`config.mk`:
```
export PLATFORM = sky130hd
export DESIGN_NAME = rr_arbiter8
export DESIGN_NICKNAME = d
export VERILOG_FILES = /design/src/rtl/rr_arbiter8_pkg.sv /design/src/rtl/rr_arbiter8_pick.sv /design/src/rtl/rr_arbiter8.sv
export SDC_FILE = /design/constraint.sdc
export NUM_CORES = 1
export LEC_CHECK = 0
export CAP_MARGIN = 25
export CORE_MARGIN = 2
export CORE_UTILIZATION = 50
export DETAILED_ROUTE_END_ITERATION = 10
export GPL_ROUTABILITY_DRIVEN = 1
export GPL_TIMING_DRIVEN = 1
export PLACE_DENSITY = 0.72
export SYNTH_ARGS = -nofsm -noshare
export SYNTH_HDL_FRONTEND = slang
export SYNTH_SLANG_ARGS = --single-unit
```
`constraint.sdc`:
```
create_clock -name clk -period 8.15 [get_ports clk]
set_clock_uncertainty 0.05 [all_clocks]
set_input_delay 1.63 -clock clk [delete_from_list [all_inputs] [get_ports clk]]
set_output_delay 1.63 -clock clk [all_outputs]
set_load 0.005 [all_outputs]
```
`src/rtl/rr_arbiter8_pkg.sv`:
```
// rr_arbiter8_pkg: shared widths and FSM state encoding for the 8-way round-robin arbiter.
package rr_arbiter8_pkg;
   localparam int N_REQ  = 8;
   localparam int ID_W   = 3;
   localparam int HOLD_W = 8;
   typedef enum logic {IDLE = 1'b0, GRANT = 1'b1} state_t;
endpackage

```
`src/rtl/rr_arbiter8_pick.sv`:
```
// rr_pick8: rotating priority pick; the first set req bit at or after ptr wins.
module rr_pick8
   import rr_arbiter8_pkg::*;
(
   input  logic [N_REQ-1:0] req,
   input  logic [ID_W-1:0]  ptr,
   output logic [N_REQ-1:0] pick,
   output logic [ID_W-1:0]  pick_id,
   output logic             any
);
   logic [2*N_REQ-1:0] w_dbl;
   logic [N_REQ-1:0]   w_rot;
   logic [ID_W-1:0]    w_idx;
   assign w_dbl = {req, req} >> ptr;
   assign w_rot = w_dbl[N_REQ-1:0];
   always_comb begin
      w_idx = '0;
      for (int i = N_REQ-1; i >= 0; i--)
         if (w_rot[i]) w_idx = ID_W'(i);
   end
   assign any     = |req;
   assign pick_id = any ? w_idx + ptr : '0;
   assign pick    = any ? N_REQ'(1) << pick_id : '0;
endmodule

```
`src/rtl/rr_arbiter8.sv`:
```
// rr_arbiter8: 8-way round-robin arbiter with registered one-hot grant and hold-time preemption.
module rr_arbiter8
   import rr_arbiter8_pkg::*;
#(
   parameter int HOLD_MAX = 16
) (
   input  logic             clk,
   input  logic             rst,
   input  logic [N_REQ-1:0] req,
   output logic [N_REQ-1:0] gnt,
   output logic [ID_W-1:0]  gnt_id,
   output logic             gnt_valid
);
   state_t             r_state, w_state;
   logic [ID_W-1:0]    r_ptr, w_ptr, w_pick_id, w_id;
   logic [HOLD_W-1:0]  r_hold, w_hold;
   logic [N_REQ-1:0]   r_gnt, w_gnt, w_pick;
   logic [ID_W-1:0]    r_gnt_id;
   logic               r_gnt_valid, w_any, w_own, w_others, w_take, w_revoke, w_keep;
   rr_pick8 u_pick (.req(req), .ptr(r_ptr), .pick(w_pick), .pick_id(w_pick_id), .any(w_any));
   always_comb begin
      w_own    = |(req & r_gnt);
      w_others = |(req & ~r_gnt);
      // a released owner's bit is already low, so the picker skips it
      w_take   = (r_state == IDLE || !w_own) && w_any;
      w_revoke = r_state == GRANT && w_own && w_others && r_hold == HOLD_W'(HOLD_MAX-1);
      w_keep   = r_state == GRANT && w_own && !w_revoke;
      w_state  = (w_take || w_keep) ? GRANT : IDLE;
      w_gnt    = w_take ? w_pick : w_keep ? r_gnt : '0;
      w_id     = w_take ? w_pick_id : w_keep ? r_gnt_id : '0;
      w_ptr    = w_take ? w_pick_id + ID_W'(1) : r_ptr;
      w_hold   = w_take ? '0 : (w_keep && r_hold != HOLD_W'(HOLD_MAX)) ? r_hold + HOLD_W'(1) : r_hold;
   end
   always_ff @(posedge clk) begin
      if (rst) begin
         r_state     <= IDLE;
         r_ptr       <= '0;
         r_hold      <= '0;
         r_gnt       <= '0;
         r_gnt_id    <= '0;
         r_gnt_valid <= 1'b0;
      end else begin
         r_state     <= w_state;
         r_ptr       <= w_ptr;
         r_hold      <= w_hold;
         r_gnt       <= w_gnt;
         r_gnt_id    <= w_id;
         r_gnt_valid <= w_take || w_keep;
      end
   end
   assign gnt       = r_gnt;
   assign gnt_id    = r_gnt_id;
   assign gnt_valid = r_gnt_valid;
endmodule
```
# == Word-level counts from Yosys, hierarchy flattened ==
# Index checks and enable logic that the tools add are counted.
# op_classes
addsub,3
eq_ne,3
shifts,2
muxes,15
n_bitwise,4
n_reduce_logical,14
# op_table
operator,count
2-to-1 mux 3 bit,11
2-to-1 mux 8 bit,3
OR reduction 8 bit,3
bitwise AND 8 bit,2
right shift 16 x 3 -> 8 bit,1
"adder 8 x 1 -> 8 bit, second input constant",1
"== test 8 x 4 -> 1 bit, second input constant",1
"inequality test 8 x 5 -> 1 bit, second input constant",1
inverter 8 bit,1
"left shift 1 x 3 -> 8 bit, first input constant",1
logical AND 1 bit,6
"adder 3 x 1 -> 3 bit, second input constant",1
adder 3 bit,1
logical NOT 1 bit,2
logical OR 1 bit,2
"inequality test 2 bit, second input constant",1
OR reduction 2 bit,1
2-to-1 mux 1 bit,1
inverter 1 bit,1
# totals
regBits,24
in_bits,10
output_inout_bits,12
elab_cells,47

# == Longest topological paths before layout ==
# Gate-level depths: netlist (run 1).
# depth
ltp_word,14
ltp_mapped,16
mapped_depth_nobuf,14

# == Modules after synthesis ==
# Synthesis (run 1) repeated with hierarchy kept, for this count alone.
# hier_totals
cells_unflattened,224
area_unflattened_um2,1945.6
# modules_own_cells
mod,n_inst,cells_per_inst,area_each_um2
rr_arbiter8,1,138,1121.1
rr_pick8,1,86,824.5

# == Least setup slack after synthesis (run 1) ==
# OpenSTA, ideal clock, no wires.
# synth_timing
path_type,in2reg
start,in req[7]
end,reg r_ptr[2]
arrival_ns,4.393
required_time_ns,7.974
setup_slack_ns,3.581
cell_stages,15
path_buffers,1
path_cell_list,clkbuf_8 > mux4_1 > a21o_1 > a211oi_1 > o21a_1 > o221a_2 > ha_1 > inv_1 > fa_1 > xnor2_1 > xor2_1 > and2_1 > ha_1 > a21oi_1 > nor2_1
# synth_between
elab_chain_cells,12
word_cells_on_any_way,18
cone_classes,2 x add/sub; 1 x shift; 9 x mux; 1 x bitwise; 5 x reduce/logical
# synth_lines
item,line_no,source
"start, declared",rr_arbiter8.sv:9,"input logic [N_REQ-1:0] req,"
right shift 16 x 3 -> 8 bit,rr_arbiter8_pick.sv:14,"assign w_dbl = {req, req} >> ptr;"
2-to-1 mux 3 bit (8 in series),rr_arbiter8_pick.sv:19,if (w_rot[i]) w_idx = ID_W'(i);
adder 3 bit,rr_arbiter8_pick.sv:22,assign pick_id = any ? w_idx + ptr : '0;
2-to-1 mux 3 bit,rr_arbiter8_pick.sv:22,
adder 3 x 1 -> 3 bit,rr_arbiter8.sv:31,w_ptr = w_take ? w_pick_id + ID_W'(1) : r_ptr;
"end signal, assigned",rr_arbiter8.sv:44,r_ptr <= w_ptr;
"end, declared",rr_arbiter8.sv:15,"logic [ID_W-1:0] r_ptr, w_ptr, w_pick_id, w_id;"
# Several ways; a longest one is shown, not always the timed one.
# A chain may end at the register's enable or synchronous reset.

# == Worst setup path after layout (run 1) ==
# layout_timing
start,in req[4]
end,reg r_ptr[2]
# The elaborated chain is that of the path after synthesis.

==> flow_summary.toml, run 1 <==
[clocking]
cts_tree = "yes"
insertion_delay_ns = 0.26
cts_hold_buf = 0
numCtsBuffers = 3
clkTransAtPathRegs_ns = 0.08
cts_root_buf = "clkbuf_8"
cts.path.max_buffers = 2
cts.sinks = 23
h-tree-depth = 1
postCtsSetupRepairBufs = 0
ctsResizeCount = 0

[sta]
setup_ws_ns = 3.00
fin_setup_tns_ns = 0
timing.fmax_mhz = 194
worst_pin_slew_ns = 0.839
maxSlewHeadroom = 0.441
finalCritPeriodShare = 0.632
final_hold_viol_count = 0
timing.final.max_slew_violations = 0
rsz0062_at_grt = "false"
period_minus_slack_ns = 5.15
setup_viol = 0

[synth]
synth_top_area_frac = 0.217
synth_warnings = 0
synth-xor-area-share = 0.0247
avgSynthCellArea_um2 = 9.62
async_reset_ff_frac = 0
yosysUniqueCellTypes = 50
synth_ff_type = "dfxtp_1"
synth_edf_count = 0
synthMuxAreaShare = 0.205
yosysSeqAreaShare = 0.217
ys_seq_elements = 23
synthTopCellsByArea = "dfxtp_1 (22%), mux4_1 (16%), ha_1 (4.7%), clkbuf_8 (4.5%), nor2_1 (4.1%)"
synth_compound_area_frac = 0.163
synth_area_um2 = 2130
yosys.area.top_type = "dfxtp_1"
yosys.area_share.simple = 0.208
syn-instance-count = 221
synth_fa_ha_area_frac = 0.0565
synth_nets = 240
synth_top_family_by_area = "simple AND/OR/NAND/NOR gates"

[die]
chipHeight_um = 69.2
die-area_um2 = 4790
die_x_um = 69.2
row_count = 23
core_area_um2 = 4060
initial_utilization = 0.524
pin_count = 22

[placement]
place_congestion = 0.880
portBuffers = 21
dpl_worst_slack_ns = 2.76
hpwl_um = 3370

[power_and_ir_drop]
power.switching_uw = 303
ir_drop_mv = 0.194
leakagePower_uw = 0.000809
power_frac_seq = 0.273
p_sw_frac = 0.439
combPwrFrac = 0.624
powerDensity_nw_per_um2 = 306
finalPower_uw = 689
clockPowerShare = 0.103
p_int_uw = 387

[route]
dr.pass1.iters = 4
post_drt_via_cell_ratio = 6.25
drtAntennaViolNets = 0
drt-total-wl_um = 4560
routedWlPerCell_um = 16.4
drt_drc_violations_left = 0
drtIter0Drc = 184
vias = 1737

[worst_setup_path]
worst_ep_required_time_ns = 8.23
worst_setup_path_end_kind = "register"
critPathKind = "primary input to register"
cp-startpoint = "req[4]"
cp_max_fo = 9
crit_arrival_ns = 5.24
r2r_cells = 13
startpoint_type = "primary input"
r2r-start = "r_ptr[0]$_SDFFE_PP0P_"

[finish]
area_growth_pct = 5.83
drive_gt1_frac = 0.101
final_util = 0.554
diodes = 0
nets = 248
n_fill_cell = 369

[job]
cap_violations = 0

[grt]
track_usage = 0.198
grt_pass1_wl_um = 8020
grt_max_degree = 28
grt_pass1_vias = 1616
grt_overflow_total = 0
antenna_found_initial = 0

[worst_hold_path]
min_path_type = "register to register"
hold-path-cell-count = 2
hold_start = "gnt_id[0]$_SDFFE_PP0P_"

[run_status]
status = "finished, final reports clean"
[routing by layer]
metal | global-route usage | wire (um) | vias up
met5 | 0 | 0 | -
met4 | 0.0479 | 73 | 0
met3 | 0.0247 | 258 | 9
met2 | 0.300 | 1980 | 60
met1 | 0.301 | 2250 | 812
li1 | - | - | 856
[flip-flops by register name (all words and copies together), names as in the netlist]
signal,flops
gnt_id,3
gnt,8
r_hold,8
r_ptr,3
r_state,1
[logic make-up (layout without fill, tap and decap cells)]
| group | Yosys count | in the layout |
|---|---|---|
| xor+xnor | 6 | 6 |
| mux | 19 | 19 |
| buf+inv | 35 | 42 |
| flops | 23 | 23 |
| compound gates | 46 | 46 |
| simple gates | 83 | 83 |
| fa+ha+maj | 9 | 9 |
[power groups by stage]
stage               logic (uW)  registers, uW  clock network, uW
floorplan                  378            160                  0
global placement           422            190                  0
detailed placement         422            190                  0
CTS                        427            188               72.1
global route               475            193               77.5
finish                     431            188               70.8
[per-stage QoR]
stage	instance area, um^2	instances	hold slack, ns
2_1_floorplan	2130	221	0.429
3_3_place_gp	2200	274	0.420
3_5_place_dp	2200	274	0.442
4_1_cts	2250	278	0.461
5_1_grt	2250	278	0.480
6_report	2250	278	0.455
[cells in the mapped netlist (2+ instances only)]
| master | instances |
|---|---|
| dfxtp_1 | 23 |
| nor2_1 | 23 |
| inv_1 | 15 |
| mux4_1 | 13 |
| nand3_1 | 13 |
| a21oi_1 | 11 |
| nand3b_1 | 9 |
| nand4_1 | 9 |
| ha_1 | 8 |
| clkbuf_8 | 7 |
| nor3_1 | 7 |
| buf_6 | 6 |
| o211ai_1 | 6 |
| nand2_1 | 5 |
| a211oi_1 | 4 |
| nor2_2 | 4 |
| o21ai_0 | 4 |
| o22ai_1 | 4 |
| xnor2_1 | 4 |
| a22o_1 | 3 |
| and2_1 | 3 |
| nor2b_1 | 3 |
| a22oi_1 | 2 |
| buf_4 | 2 |
| mux2_4 | 2 |
| mux2i_1 | 2 |
| mux4_2 | 2 |
| o211ai_2 | 2 |
| or2_2 | 2 |
| or4_1 | 2 |
| xor2_1 | 2 |
[worst max-delay path: stages]
cell             delay [ns]
clkdlybuf4s50_1        0.60
mux4_1                 0.61
nor3b_1                0.17
a221oi_1               0.25
nor2_1                 0.07
o221a_2                0.30
ha_1                   0.17
inv_1                  0.06
fa_1                   0.43
nor2b_1                0.27
ha_1                   0.25
ha_1                   0.24
a21oi_1                0.12
nor2_1                 0.05
[layout by cell type (no fill, tap or decap), drive strengths merged, types with 2 or more instances in the layout]
master         instances
a211oi                 5
a21oi                 11
a22o                   4
a22oi                  2
and2                   3
clkbuf                 3
clkdlybuf4s50         21
dfxtp                 23
ha                     8
inv                   16
mux2                   2
mux2i                  2
mux4                  15
nand2                  5
nand3                 13
nand3b                 9
nand4                  9
nor2                  27
nor2b                  3
nor3                   7
o211ai                 8
o21ai                  4
o22ai                  4
or2                    2
or4                    2
xnor2                  4
xor2                   2
[final timing paths]
| path | to | slack (ns) |
|---|---|---|
| setup / recovery | r_ptr[2]$_SDFFE_PP0P_ | 3.00 |
| hold / removal | gnt_id[0]$_SDFFE_PP0P_ | 0.46 |
| hold reg to reg | gnt_id[0]$_SDFFE_PP0P_ | 0.46 |
| setup reg to reg | r_ptr[2]$_SDFFE_PP0P_ | 4.09 |
[final cells by class]
type | count | area [um^2] | area share
flip-flops and latches | 23 | 460 | 0.205
repair buffers | 22 | 218 | 0.0968
multi-input cells | 163 | 1400 | 0.621
clock buffers | 3 | 41.3 | 0.0184
inverters | 16 | 65.1 | 0.0289
well taps | 50 | 62.6 | 0.0278
clock inverters | 1 | 5.00 | 0.00222
Power figures use the tool's default switching activity.
==> inputs of run 2 (changes only) <==
--- a/config.mk
+++ b/config.mk
@@ -11,7 +11,7 @@
 export DETAILED_ROUTE_END_ITERATION = 10
 export GPL_ROUTABILITY_DRIVEN = 1
 export GPL_TIMING_DRIVEN = 1
-export PLACE_DENSITY = 0.72
+export PLACE_DENSITY = 0.74
 export SYNTH_ARGS = -nofsm -noshare
 export SYNTH_HDL_FRONTEND = slang
 export SYNTH_SLANG_ARGS = --single-unit
==> constraint.sdc (replaced) <==
create_clock -name clk -period 4.45 [get_ports clk]
set_clock_uncertainty 0.05 [all_clocks]
set_input_delay 0.89 -clock clk [delete_from_list [all_inputs] [get_ports clk]]
set_output_delay 0.89 -clock clk [all_outputs]
set_load 0.005 [all_outputs]
==> flow_summary.toml, run 2 (same netlist as run 1, synthesis figures left out) <==
[run_status]
status = "finished, final reports clean"

[power_and_ir_drop]
leakagePower_uw = 0.000897
finalPower_uw = 1360
ir_drop_mv = 0.380
powerDensity_nw_per_um2 = 568

[finish]
area_growth_pct = 12.2
instances_no_fill = 296
n_fill_cell = 350
diodes = 0
final_area_um2 = 2380
drive_gt1_frac = 0.167
layout_common_cells = "nor2_1 (23), dfxtp_1 (23), clkdlybuf4s50_1 (21), buf_4 (19), inv_1 (15)"
nets = 266
multi_input_area_um2 = 1400
final-seq-area_um2 = 460

[sta]
worst_pin_slew_ns = 0.593
final_hold_viol_count = 0
fin_setup_tns_ns = 0
timing.final.max_slew_violations = 0
setup_ws_ns = 0.283
period_minus_slack_ns = 4.17
rsz0062_at_grt = "false"
timing.fmax_mhz = 240
maxSlewHeadroom = 0.600
setup_viol = 0
finalCritPeriodShare = 0.937

[worst_setup_path]
worst_ep_required_time_ns = 4.54
setup.worst_path.end = "r_ptr[2]$_SDFFE_PP0P_"
worstReg2RegEnd = "r_ptr[2]$_SDFFE_PP0P_"
r2r-start = "r_ptr[0]$_SDFFE_PP0P_"
reg2reg_slack_ns = 0.68
r2r_cells = 15
worst_setup_path_end_kind = "register"
startpoint_type = "primary input"
crit_arrival_ns = 4.25
cp-startpoint = "req[1]"
critPathKind = "primary input to register"
cp_max_fo = 6

[route]
vias = 1813
dr.pass1.iters = 4
drt-total-wl_um = 4810
routedWlPerCell_um = 16.3
drtIter0Drc = 110
post_drt_via_cell_ratio = 6.13
drtAntennaViolNets = 0
drt_drc_violations_left = 0

[clocking]
postCtsSetupRepairBufs = 0
numCtsBuffers = 3
cts_root_buf = "clkbuf_8"
h-tree-depth = 1
cts.path.max_buffers = 2
cts_tree = "yes"
cts.sinks = 23
clkTransAtPathRegs_ns = 0.08
cts_hold_buf = 0
insertion_delay_ns = 0.26
ctsResizeCount = 0

[grt]
grt_pass1_vias = 1754
track_usage = 0.209
grt_pass1_wl_um = 8380
grt_max_degree = 24
grt_overflow_total = 0
antenna_found_initial = 0

[die]
initial_utilization = 0.524
die-area_um2 = 4790
die_x_um = 69.2
pin_count = 22
core_area_um2 = 4060
chipHeight_um = 69.2
row_count = 23

[placement]
dpl_worst_slack_ns = 0.0462
hpwl_um = 3630
portBuffers = 21
place_congestion = 0.833
post-place-cells = 292
dpl_cell_area_um2 = 2340

[worst_hold_path]
min_path_type = "register to register"

[job]
cap_violations = 0
-- run 2: final cells by class --
| type | count | area share |
|---|---|---|
| clock inverter | 1 | 0.00210 |
| sequential | 23 | 0.193 |
| inverter | 16 | 0.0273 |
| timing repair buffer | 40 | 0.148 |
| tap | 50 | 0.0262 |
| multi-input combinational | 163 | 0.586 |
| clock buffer | 3 | 0.0173 |
-- run 2: where the power goes --
group / internal (uW) / leakage [uW] / switching [uW] / total [uW]
clock: 62.4 / 0.0000255 / 66.1 / 128
sequential: 255 / 0.000188 / 59.7 / 315
combinational: 454 / 0.000684 / 458 / 912
total: 771 / 0.000897 / 584 / 1360
-- run 2: stage by stage --
step	utilization	hold slack (ns)
after floorplan	-	0.429
after global placement	0.576	0.440
after detailed placement	0.576	0.445
after CTS	0.588	0.465
after global routing	0.588	0.514
final	0.588	0.466
-- run 2: per-layer routing --
metal | track usage | wire [um] | vias to the layer above
met4 | 0.0392 | 36 | 0
met3 | 0.0509 | 348 | 4
met5 | 0 | 0 | -
met1 | 0.292 | 2270 | 864
met2 | 0.331 | 2160 | 60
li1 | - | - | 885
-- run 2: how the worst min path moves through the flow --
stage          cells past startpoint                      to  slack (ns)                    from
3_3_place_gp                       2  gnt_id[0]$_SDFFE_PP0P_        0.44  gnt_id[0]$_SDFFE_PP0P_
4_1_cts                            2  gnt_id[1]$_SDFFE_PP0P_        0.47  gnt_id[1]$_SDFFE_PP0P_
5_1_grt                            2  gnt_id[2]$_SDFFE_PP0P_        0.51  gnt_id[2]$_SDFFE_PP0P_
6_report                           2  gnt_id[0]$_SDFFE_PP0P_        0.47  gnt_id[0]$_SDFFE_PP0P_
3_5_place_dp                       2  gnt_id[1]$_SDFFE_PP0P_        0.44  gnt_id[1]$_SDFFE_PP0P_
2_1_floorplan                      2  gnt_id[1]$_SDFFE_PP0P_        0.43  gnt_id[1]$_SDFFE_PP0P_
-- run 2: worst max-delay path, cell delays in order --
cell and delay [ns]:
clkdlybuf4s50_1 0.53, mux4_1 0.60, nor3b_1 0.17, a221oi_1 0.24, nor2_1 0.07, o221a_2 0.29
ha_1 0.17, inv_1 0.06, fa_1 0.43, nor2b_1 0.19, ha_1 0.21, ha_1 0.23
a21oi_1 0.12, nor2_1 0.05
==> inputs of run 3 (changes only) <==
--- a/config.mk
+++ b/config.mk
@@ -5,13 +5,15 @@
 export SDC_FILE = /design/constraint.sdc
 export NUM_CORES = 1
 export LEC_CHECK = 0
+export ABC_AREA = 1
 export CAP_MARGIN = 25
 export CORE_MARGIN = 2
 export CORE_UTILIZATION = 50
+export CTS_CLUSTER_DIAMETER = 40
 export DETAILED_ROUTE_END_ITERATION = 10
 export GPL_ROUTABILITY_DRIVEN = 1
 export GPL_TIMING_DRIVEN = 1
-export PLACE_DENSITY = 0.74
+export PLACE_DENSITY = 0.76
 export SYNTH_ARGS = -nofsm -noshare
 export SYNTH_HDL_FRONTEND = slang
 export SYNTH_SLANG_ARGS = --single-unit
==> flow_summary.toml, run 3 <==
[finish]
final_common_cell = "nand2_1"
layout_common_cells = "nand2_1 (70), nand3_1 (37), inv_1 (27), dfxtp_1 (23), clkdlybuf4s50_1 (21)"
area_growth_pct = 13.8
final-seq-area_um2 = 460
drive_gt1_frac = 0.155
multi_input_area_um2 = 1180
n_fill_cell = 321
nets = 304
diodes = 0

[clocking]
cts_tree = "yes"
cts_root_buf = "clkbuf_4"
ctsResizeCount = 0
cts.sinks = 23
postCtsSetupRepairBufs = 0
cts.path.max_buffers = 2
clkTransAtPathRegs_ns = 0.13
numCtsBuffers = 3
h-tree-depth = 1
insertion_delay_ns = 0.31
cts_hold_buf = 0

[worst_setup_path]
crit_arrival_ns = 4.09
worst_ep_required_time_ns = 4.58
r2r-start = "r_ptr[1]$_SDFFE_PP0P_"
crit_path_cell_trace = "clkdlybuf4s50_1 -> nand2_1 -> nand3_1 -> nand3_1 -> a21oi_1 -> o21bai_1 -> nand2_1 -> nand2_1 -> a21boi_0 -> ha_1 -> inv_1 -> fa_1 -> xnor2_1 -> inv_1 -> nand2_4 -> nand2_4 -> nor2_1 -> ha_1 -> nor2_1 -> a211oi_1"
slowest_stage = "clkdlybuf4s50_1"
startpoint_type = "primary input"
path_buf_inv = 3
critPathKind = "primary input to register"
cp-startpoint = "req[0]"
crit_family = "simple AND/OR/NAND/NOR gates"
worst_setup_path_end_kind = "register"
cp_max_fo = 5
path_common_cell = "nand2_1"
timing.critical_path.slowest_cell_delay_ns = 0.63

[placement]
place_congestion = 0.905
portBuffers = 21
hpwl_um = 3080

[synth]
yosysSeqAreaShare = 0.254
synth_area_um2 = 1820
synthMuxAreaShare = 0
ys_seq_elements = 23
synth_compound_area_frac = 0.138
async_reset_ff_frac = 0
synth_edf_count = 0
syn-instance-count = 266
synth_fa_ha_area_frac = 0.0662
yosys.area.top_type = "dfxtp_1"
synth_ff_type = "dfxtp_1"
synth_warnings = 0
yosys.area_share.simple = 0.411
synth_most_common_cell = "nand2_1"
synth_top_family_by_area = "simple AND/OR/NAND/NOR gates"
synth_nets = 285
yosys-top-cells-count = "nand2_1 (70), nand3_1 (37), inv_1 (27)"
synth_top_area_frac = 0.254
synthTopCellsByArea = "dfxtp_1 (25%), nand2_1 (14%), nand3_1 (10%), a21oi_2 (6.3%), inv_1 (5.6%)"
avgSynthCellArea_um2 = 6.83
synth-xor-area-share = 0.0338
yosysUniqueCellTypes = 35

[sta]
finalCritPeriodShare = 0.891
timing.final.max_slew_violations = 0
fin_setup_tns_ns = 0
timing.fmax_mhz = 252
rsz0062_at_grt = "false"
maxSlewHeadroom = 0.550
fin_hold_ws_ns = 0.427
setup_viol = 0
period_minus_slack_ns = 3.96
worst_pin_slew_ns = 0.673
final_hold_viol_count = 0

[grt]
grt_pass1_wl_um = 6930
grt_max_degree = 17
track_usage = 0.208
grt_pass1_vias = 1577
antenna_found_initial = 0
grt_overflow_total = 0

[route]
drtIter0Drc = 200
drt_drc_violations_left = 0
drt-total-wl_um = 3940
routedWlPerCell_um = 11.9
vias = 1708
post_drt_via_cell_ratio = 5.18
drtAntennaViolNets = 0
dr.pass1.iters = 4

[die]
die-area_um2 = 4130
die_x_um = 64.3
pin_count = 22
initial_utilization = 0.532
core_area_um2 = 3420
row_count = 21
chipHeight_um = 64.3

[power_and_ir_drop]
leakagePower_uw = 0.000844
ir_drop_mv = 0.386
powerDensity_nw_per_um2 = 638

[worst_hold_path]
hold_start = "gnt_id[1]$_SDFFE_PP0P_"
min_path_type = "register to register"

[job]
cap_violations = 0

[run_status]
status = "finished, final reports clean"
run 3: cell count changes in the layout (fill, tap and decap cells not counted), sizes merged, moves of 5 or more:
cell	change
nor2	-10
a21oi	+13
inv	+14
buf	-18
nand2	+82
o211ai	-8
mux4	-15
nand4	-5
nand3b	-8
nand3	+26
run 3: per-stage QoR:
stage	setup slack, ns	utilization	instances	area [um^2]	total power, uW
floorplan	1.10	-	266	1820	1020
detailed placement	0.139	0.597	326	2040	1220
global placement	0.245	0.597	326	2040	1220
finish	0.487	0.605	330	2070	1320
CTS	0.477	0.605	330	2070	1320
global route	0.261	0.605	330	2070	1480
run 3: cell type report:
cell class              instances  area share
inverters                      31      0.0606
repair buffers                 22       0.105
well taps                      46      0.0279
multi-input cells             204       0.570
clock inverters                 1     0.00242
clock buffers                   3      0.0109
flip-flops and latches         23       0.223
run 3: cell families (layout without fill, tap and decap cells):
logic type,Yosys count,count (layout)
XOR/XNOR,7,7
AND/OR/NAND/NOR,153,153
adder cells (fa/ha/maj),9,9
flip-flops,23,23
buffers and inverters,39,57
AO/OA/AOI/OAI,35,35
run 3: path summary, 6_finish.rpt:
check / end / slack (ns) / cells past startpoint
worst min register to register: gnt_id[1]$_SDFFE_PP0P_ / 0.43 / 2
worst max-delay path: r_ptr[2]$_SDFFE_PP0P_ / 0.49 / 20
worst max register to register: r_ptr[2]$_SDFFE_PP0P_ / 0.92 / 19
worst min-delay path: gnt_id[1]$_SDFFE_PP0P_ / 0.43 / 2
run 3: per-layer routing:
metal  track usage  part of all wire  vias up
met5             0                 0        -
met2         0.355              0.48       34
met3        0.0282             0.036        4
li1              -                 -      903
met4        0.0585            0.0086        0
met1         0.273              0.48      767
run 3: where the power goes:
part / internal, uW / switching, uW
registers: 255 / 64.4
logic: 352 / 548
clock network: 33.6 / 65.2
total: 640 / 678
run 3: worst register-to-register path, cell delays in order, from the launching register on:
cell and delay, ns:
dfxtp_1 0.58, clkinv_2 0.25, nand3_1 0.20, nand3_1 0.10, a21oi_1 0.15, o21bai_1 0.07
nand2_1 0.05, nand2_1 0.04, a21boi_0 0.18, ha_1 0.18, inv_1 0.05, fa_1 0.37
xnor2_1 0.30, inv_1 0.14, nand2_4 0.12, nand2_4 0.08, nor2_1 0.10, ha_1 0.23
nor2_1 0.10, a211oi_1 0.05
